**src/rtl/register_pkg.sv**
```systemverilog
// Shared constants for the serial register link: FSM encoding and line levels.
package register_pkg;

  localparam logic [1:0] ST_IDLE = 2'd0;
  localparam logic [1:0] ST_DATA = 2'd1;
  localparam logic [1:0] ST_STOP = 2'd2;

  localparam logic LINE_IDLE = 1'b1;
  localparam logic START_BIT = 1'b0;

  typedef enum logic [1:0] {
    S_IDLE = ST_IDLE,
    S_DATA = ST_DATA,
    S_STOP = ST_STOP
  } rx_state_t;

endpackage

```
**src/rtl/register_sipo_rx_frame_bit_counter.sv**
```systemverilog
// Data-bit counter for one frame: synchronous clear, count enable and a
// terminal flag raised while the count sits at WIDTH-1 (last data bit).
module frame_bit_counter #(
  parameter int WIDTH = 4,
  parameter int CW    = (WIDTH > 2) ? $clog2(WIDTH) : 1
) (
  input  logic i_clk,
  input  logic i_rst,
  input  logic i_clr,
  input  logic i_en,
  output logic o_tc
);

  logic [CW-1:0] r_cnt;

  // Count data bits; clear wins over enable so a new frame always starts at 0.
  always_ff @(posedge i_clk or posedge i_rst) begin
    if (i_rst)      r_cnt <= '0;
    else if (i_clr) r_cnt <= '0;
    else if (i_en)  r_cnt <= r_cnt + 1'b1;
  end

  assign o_tc = (r_cnt == CW'(WIDTH - 1));

endmodule

```
**src/rtl/register_sipo_rx.sv**
```systemverilog
// Serial-in, parallel-out receiver: start bit, WIDTH data bits, stop bit,
// one bit per i_sin_en edge. Publishes the word only on a good stop bit.
module register_sipo_rx
  import register_pkg::*;
#(
  parameter int WIDTH     = 4,
  parameter int MSB_FIRST = 0
) (
  input  logic             i_clk,
  input  logic             i_rst,
  input  logic             i_sin,
  input  logic             i_sin_en,
  output logic [WIDTH-1:0] o_out,
  output logic             o_valid,
  output logic             o_frame_err,
  output logic             o_busy
);

  rx_state_t        r_state;
  rx_state_t        w_next;
  logic [WIDTH-1:0] r_shift;
  logic [WIDTH-1:0] w_shift_nxt;
  logic             w_clr;
  logic             w_cnt_en;
  logic             w_shift;
  logic             w_load;
  logic             w_ferr;
  logic             w_tc;

  // The counter stops at WIDTH-1 (the last data bit moves us to STOP instead),
  // so it never wraps inside a frame.
  frame_bit_counter #(.WIDTH(WIDTH)) u_cnt (
    .i_clk (i_clk),
    .i_rst (i_rst),
    .i_clr (w_clr),
    .i_en  (w_cnt_en),
    .o_tc  (w_tc)
  );

  // Bit order: LSB-first shifts in from the top so the first bit ends in [0];
  // MSB-first shifts in from the bottom so the first bit ends in [WIDTH-1].
  generate
    if (MSB_FIRST != 0) begin : g_msb
      assign w_shift_nxt = {r_shift[WIDTH-2:0], i_sin};
    end else begin : g_lsb
      assign w_shift_nxt = {i_sin, r_shift[WIDTH-1:1]};
    end
  endgenerate

  // FSM state register.
  always_ff @(posedge i_clk or posedge i_rst) begin
    if (i_rst) r_state <= S_IDLE;
    else       r_state <= w_next;
  end

  // Next state and per-edge strobes; nothing moves when i_sin_en is low.
  always_comb begin
    w_next   = r_state;
    w_clr    = 1'b0;
    w_cnt_en = 1'b0;
    w_shift  = 1'b0;
    w_load   = 1'b0;
    w_ferr   = 1'b0;
    case (r_state)
      S_IDLE: begin
        if (i_sin_en && (i_sin == START_BIT)) begin
          w_next = S_DATA;
          w_clr  = 1'b1;
        end
      end
      S_DATA: begin
        if (i_sin_en) begin
          w_shift = 1'b1;
          if (w_tc) w_next   = S_STOP;
          else      w_cnt_en = 1'b1;
        end
      end
      S_STOP: begin
        if (i_sin_en) begin
          if (i_sin == LINE_IDLE) w_load = 1'b1;
          else                    w_ferr = 1'b1;
          w_next = S_IDLE;
        end
      end
      default: w_next = S_IDLE;
    endcase
  end

  // Internal shift register; never visible on o_out mid-frame.
  always_ff @(posedge i_clk or posedge i_rst) begin
    if (i_rst)        r_shift <= '0;
    else if (w_shift) r_shift <= w_shift_nxt;
  end

  // Registered outputs: word held between frames, one-cycle status pulses.
  always_ff @(posedge i_clk or posedge i_rst) begin
    if (i_rst) begin
      o_out       <= '0;
      o_valid     <= 1'b0;
      o_frame_err <= 1'b0;
      o_busy      <= 1'b0;
    end else begin
      if (w_load) o_out <= r_shift;
      o_valid     <= w_load;
      o_frame_err <= w_ferr;
      o_busy      <= (w_next != S_IDLE);
    end
  end

endmodule

```
**config.mk**
```make
export PLATFORM = sky130hd
export DESIGN_NAME = register_sipo_rx
export DESIGN_NICKNAME = d
export VERILOG_FILES = /design/src/rtl/register_pkg.sv /design/src/rtl/register_sipo_rx_frame_bit_counter.sv /design/src/rtl/register_sipo_rx.sv
export SDC_FILE = /design/constraint.sdc
export NUM_CORES = 1
export LEC_CHECK = 0
export BUFFER_PORTS_ARGS = -buffer_cell sky130_fd_sc_hd__buf_2
export CAP_MARGIN = 20
export CORE_MARGIN = 2
export CORE_UTILIZATION = 45
export CTS_CLUSTER_SIZE = 30
export DETAILED_ROUTE_END_ITERATION = 16
export PLACE_DENSITY_LB_ADDON = 0.1
export SLEW_MARGIN = 15
export SYNTH_ARGS = -nofsm -noshare
export SYNTH_HDL_FRONTEND = slang
export SYNTH_HIERARCHICAL = 1
export SYNTH_SLANG_ARGS = --single-unit
```
**constraint.sdc**
```tcl
create_clock -name i_clk -period 1.5 [get_ports i_clk]
set_input_delay 0.15 -clock i_clk [delete_from_list [all_inputs] [get_ports i_clk]]
set_output_delay 0.15 -clock i_clk [all_outputs]
set_load 0.01 [all_outputs]
```
Word level (Yosys, flattened, before mapping)
Index checks and enable logic that the tools add are counted.
{ "totals": {"reg_bits": 15, "input_bits": 4, "output_inout_bits": 7, "elab_cells": 36} }
{ "op_classes": {"add_sub_neg": 1, "eq_ne": 3, "mux": 20, "bitwise_logic": 1, "reduce_logical": 4} }
{ "ops": {"columns": ["cell", "n"], "rows": [
  ["two-way mux 1 bit", 13],
  ["two-way mux 2 bit", 6],
  ["one-hot mux 2 bit (3 select lines)", 1],
  ["equality test 2 bit, second input constant", 2],
  ["nonzero test 2 bit", 2],
  ["adder 2 x 1 -> 2 bit, second input constant", 1],
  ["equality test 2 x 1 -> 1 bit, second input constant", 1],
  ["logical NOT 2 bit", 1],
  ["logical AND 1 bit", 1],
  ["NOT 1 bit", 1]
]} }

Depth between registers and ports, before layout
{ "logic_depth": {"word_depth": 6, "ltp_mapped": 5, "mapped_depth_nobuf": 4} }

Hierarchy
Netlist, hierarchy kept.
{ "by_module_without_submodules": {"columns": ["module", "instances", "cells_per_inst", "area_each_um2", "seq_area_each_um2"], "rows": [
  ["register_sipo_rx", 1, 40, 544.3, 325.3],
  ["frame_bit_counter", 1, 8, 92.6, 50.0]
]} }

Worst setup path after synthesis
OpenSTA, ideal clock, no wires.
{ "synth_timing": {"kind": "reg2reg", "from": "register r_state[1]", "to": "register u_cnt.r_cnt[1]", "t_arrival_ns": 1.043, "path_slack_ns": 0.338, "path_stages_with_launch": 5, "n_path_buf": 0, "synth_period_minus_slack_ns": 1.162, "cell_sequence": "dfrtp_1 -> nand3b_4 -> nor2_1 -> mux2i_1 -> nor2_1"} }
{ "synth_between": {"elab_chain_len": 3} }
{ "synth_rtl": {"columns": ["element", "line_no", "rtl"], "rows": [
  ["start, declared", "register_sipo_rx.sv:19", "rx_state_t r_state;"],
  ["start signal, assigned", "register_sipo_rx.sv:53", "else r_state <= w_next;"],
  ["equality test 2 x 1 -> 1 bit", "register_sipo_rx.sv:64", "case (r_state)"],
  ["two-way mux 1 bit", "register_sipo_rx.sv:64", null],
  ["via w_cnt_en", "register_sipo_rx.sv:24", "logic w_cnt_en;"],
  ["nonzero test 2 bit (no source line)", null, null],
  ["end signal, assigned", "register_sipo_rx_frame_bit_counter.sv:20", "else if (i_en) r_cnt <= r_cnt + 1'b1;"],
  ["end, declared", "register_sipo_rx_frame_bit_counter.sv:14", "logic [CW-1:0] r_cnt;"]
]} }
The timed path passes the listed nets, and every way through them passes these cells.
A chain may end at the register's enable or synchronous reset.

Worst setup path in the final report
Ends and elaborated chain as after synthesis.

==> results by group <==
Yosys
  • Cells after Synth: 48
  • Synth area leader: dfrtp_1
  • #FFs+latches synth: 15
  • Async set or reset register ratio after synthesis: 100%
  • Post-synthesis sequential area ratio: 58.9%
  • Distinct cells, synth: 18
  • Mapped Nets: 53
  • Mean post-synth cell area: 13.3 um2
  • Dominant cells by area after synthesis: dfrtp_1 (59%), mux2_2 (12%), nand4b_4 (3.7%), nand3b_4 (3.1%), inv_1 (2.9%)
  • Post-synth EDFFs: 0
  • Most used flip-flop cell after synthesis: dfrtp_1
  • YS warnings: 6
  • Share of the synthesized area in the top cell type: 58.9%
  • Post-synthesis cell area: 637 um2

Min path
  • Hold depth: 3
  • Worst hold path class: in -> reg

Run
  • Max Cap Viol: 0

STA
  • Setup TNS: 0 ns
  • Rel. slew slack: 67.3%
  • FMAX: 794 MHz
  • Hold Vio Cnt, Final: 0
  • Unrepaired setup endpoints after global routing: no
  • Fin crit share: 83.9%
  • Slew Viols, Final: 0
  • Clock Skews: 0.00172 ns
  • Hold slack: 0.195 ns
  • Worst-margin pin slew: 0.490 ns
  • Final setup vio count: 0
  • Min Tclk post-route: 1.26 ns

Clock network
  • Root Driver: clkbuf_4
  • CTS buffer count: 3
  • TritonCTS clock tree: yes
  • Max clock buf depth: 2
  • Clk slew on worst S/H paths: 0.08 ns
  • H-tree Lvls: 1
  • Clock Sink Count: 15
  • Resize count post-CTS: 0
  • Clock Latency Late Sink: 0.27 ns

Die
  • Die height: 41.6 um
  • Std cell rows: 13
  • Die Width: 41.6 um
  • # IOs: 11
  • Die area: 1730 um2
  • Initial Util: 48.3%
  • Core Box Area: 1320 um2

Finish
  • # diodes: 0
  • Final Net Count: 68
  • Area growth, synth to finish: 15.3%
  • FF/Latch Area: 375 um2
  • Final Instance Count excl. Fillers: 77
  • FILL cells: 112
  • Layout cells sized above 1: 38.7%
  • Multi-input combinational cell area: 235 um2

Route
  • Final wirelength: 852 um
  • # DRC: 0
  • Wirelength per Cell: 11.1 um
  • First drt pass iteration count: 2
  • DRT antenna net count: 0
  • Initial DRC Count: 2
  • Vias per cell: 4.94
  • Vias: 380

Critical path
  • Worst reg2reg path depth: 4
  • CP Cell Sequence: nand3b_4 -> nor2_1 -> mux2i_1 -> nor2_1
  • Most used cell, CP: nor2_1
  • Max Fanout on Critical Path: 7
  • Crit-path max cell delay: 0.46 ns
  • Critical Path End Type: register
  • Worst setup SP type: register
  • CP max-delay cell: dfrtp_1
  • CP arrival: 1.42 ns
  • Crit path kind: reg -> reg
  • Worst endpoint required time: 1.66 ns

Global route
  • Remaining global-route overflow: 0
  • Pin count of the biggest net entering global routing: 14
  • Tot GR Track Use: 13.1%
  • Antenna violations before repair: 0
  • First-pass GRT wire length: 1690 um
  • Number of global-route vias before repair: 430

Place
  • Inst Count DP: 72
  • Port bufs: 10
  • Hpwl dp: 679 um
  • RePlAce Congestion: 0.736

Power and ir drop
  • Pwr dens: 1750 nW/um2
  • Max IR drop VDD: 0.868 mV
  • P_leak: 0.399 nW

Run status
  • Status: finished clean
-- synthesized netlist by cell type (all sizes together) (2+ instances only) --
cell	instances
dfrtp	15
mux2	7
inv	5
nor2	4
a21oi	2
nand2	2
o22ai	2
-- cells in the final DEF (no fill, tap or decap), drive strengths merged --
cell type / synthesis / layout
o21ai: 1 / 1
inv: 5 / 5
ha: 1 / 1
xnor2: 1 / 1
or2b: 1 / 1
mux2: 7 / 7
nand4b: 1 / 1
buf: 0 / 10
nor2: 4 / 4
dlygate4sd3: 0 / 1
o22ai: 2 / 2
a21oi: 2 / 2
and2: 1 / 1
clkbuf: 1 / 4
nand2: 2 / 2
mux2i: 1 / 1
nor3b: 1 / 1
and2b: 1 / 1
nand3b: 1 / 1
dfrtp: 15 / 15
-- worst paths after layout --
kind	from	to	slack [ns]
max	r_state[1]	u_cnt/r_cnt[1]	0.24
max in group asynchronous	i_rst	r_shift[1]	0.73
min	i_sin	r_shift[3]	0.20
max reg2reg	r_state[1]	u_cnt/r_cnt[1]	0.24
min in group asynchronous	i_rst	u_cnt/r_cnt[1]	0.27
min reg2reg	r_shift[3]	r_shift[3]	0.50
-- per-layer routing --
metal / vias up / wire length, um / GRT usage [%]
met1: 182 / 366 / 14.9
met3: 0 / 47 / 3.04
met5: - / 0 / 0
met4: 0 / 0 / 7.74
met2: 8 / 437 / 22.2
li1: 190 / - / -
-- through the flow --
stage / power (mW) / utilization, % / setup WS [ns] / area [um2]
2_1_floorplan: 0.961 / - / 0.338 / 637
6_report: 1.28 / 55.7 / 0.241 / 734
5_1_grt: 1.41 / 55.7 / 0.132 / 734
3_3_place_gp: 1.06 / 53.0 / 0.291 / 698
4_1_cts: 1.31 / 55.7 / 0.214 / 734
3_5_place_dp: 1.09 / 53.0 / 0.230 / 698
-- worst max-delay path: cells and delay by family (launching register included) --
family / cells / cell delay (ns)
mux: 1 / 0.22
flops: 1 / 0.46
simple gates: 3 / 0.48
-- area by class of cell --
type | count | area share, %
Multi-Input combinational cell | 27 | 32.0
Timing Repair Buffer | 11 | 8.18
Inverter | 5 | 2.56
Tap cell | 15 | 2.56
Clock buffer | 4 | 3.58
Sequential cell | 15 | 51.1
-- power by group --
| group | switching [mW] | internal, mW |
|---|---|---|
| clock network | 0.111 | 0.103 |
| registers | 0.105 | 0.561 |
| logic | 0.178 | 0.226 |
-- state kept, by name, summed over array words and instances (netlist names) --
name,flops
o_busy,1
u_cnt/r_cnt,2
o_out,4
r_state,2
r_shift,4
o_valid,1
o_frame_err,1
-- repair_timing --
action / 4_1_cts / 5_1_grt
hold buffers: 1 / 0
endpoints found under the hold margin: 15 / 0
buffers inserted: 0 / 0
-- cell families after synthesis --
| logic type | synth area share (%) |
|---|---|
| and+or+nand+nor | 15.3 |
| buffers and inverters | 4.13 |
| adders and majority gates | 1.96 |
| DFF | 58.9 |
| muxes | 13.9 |
| xor gates and xnor gates | 1.38 |
| AOI/OAI and AO/OA | 4.32 |
Power figures use the tool's default switching activity.
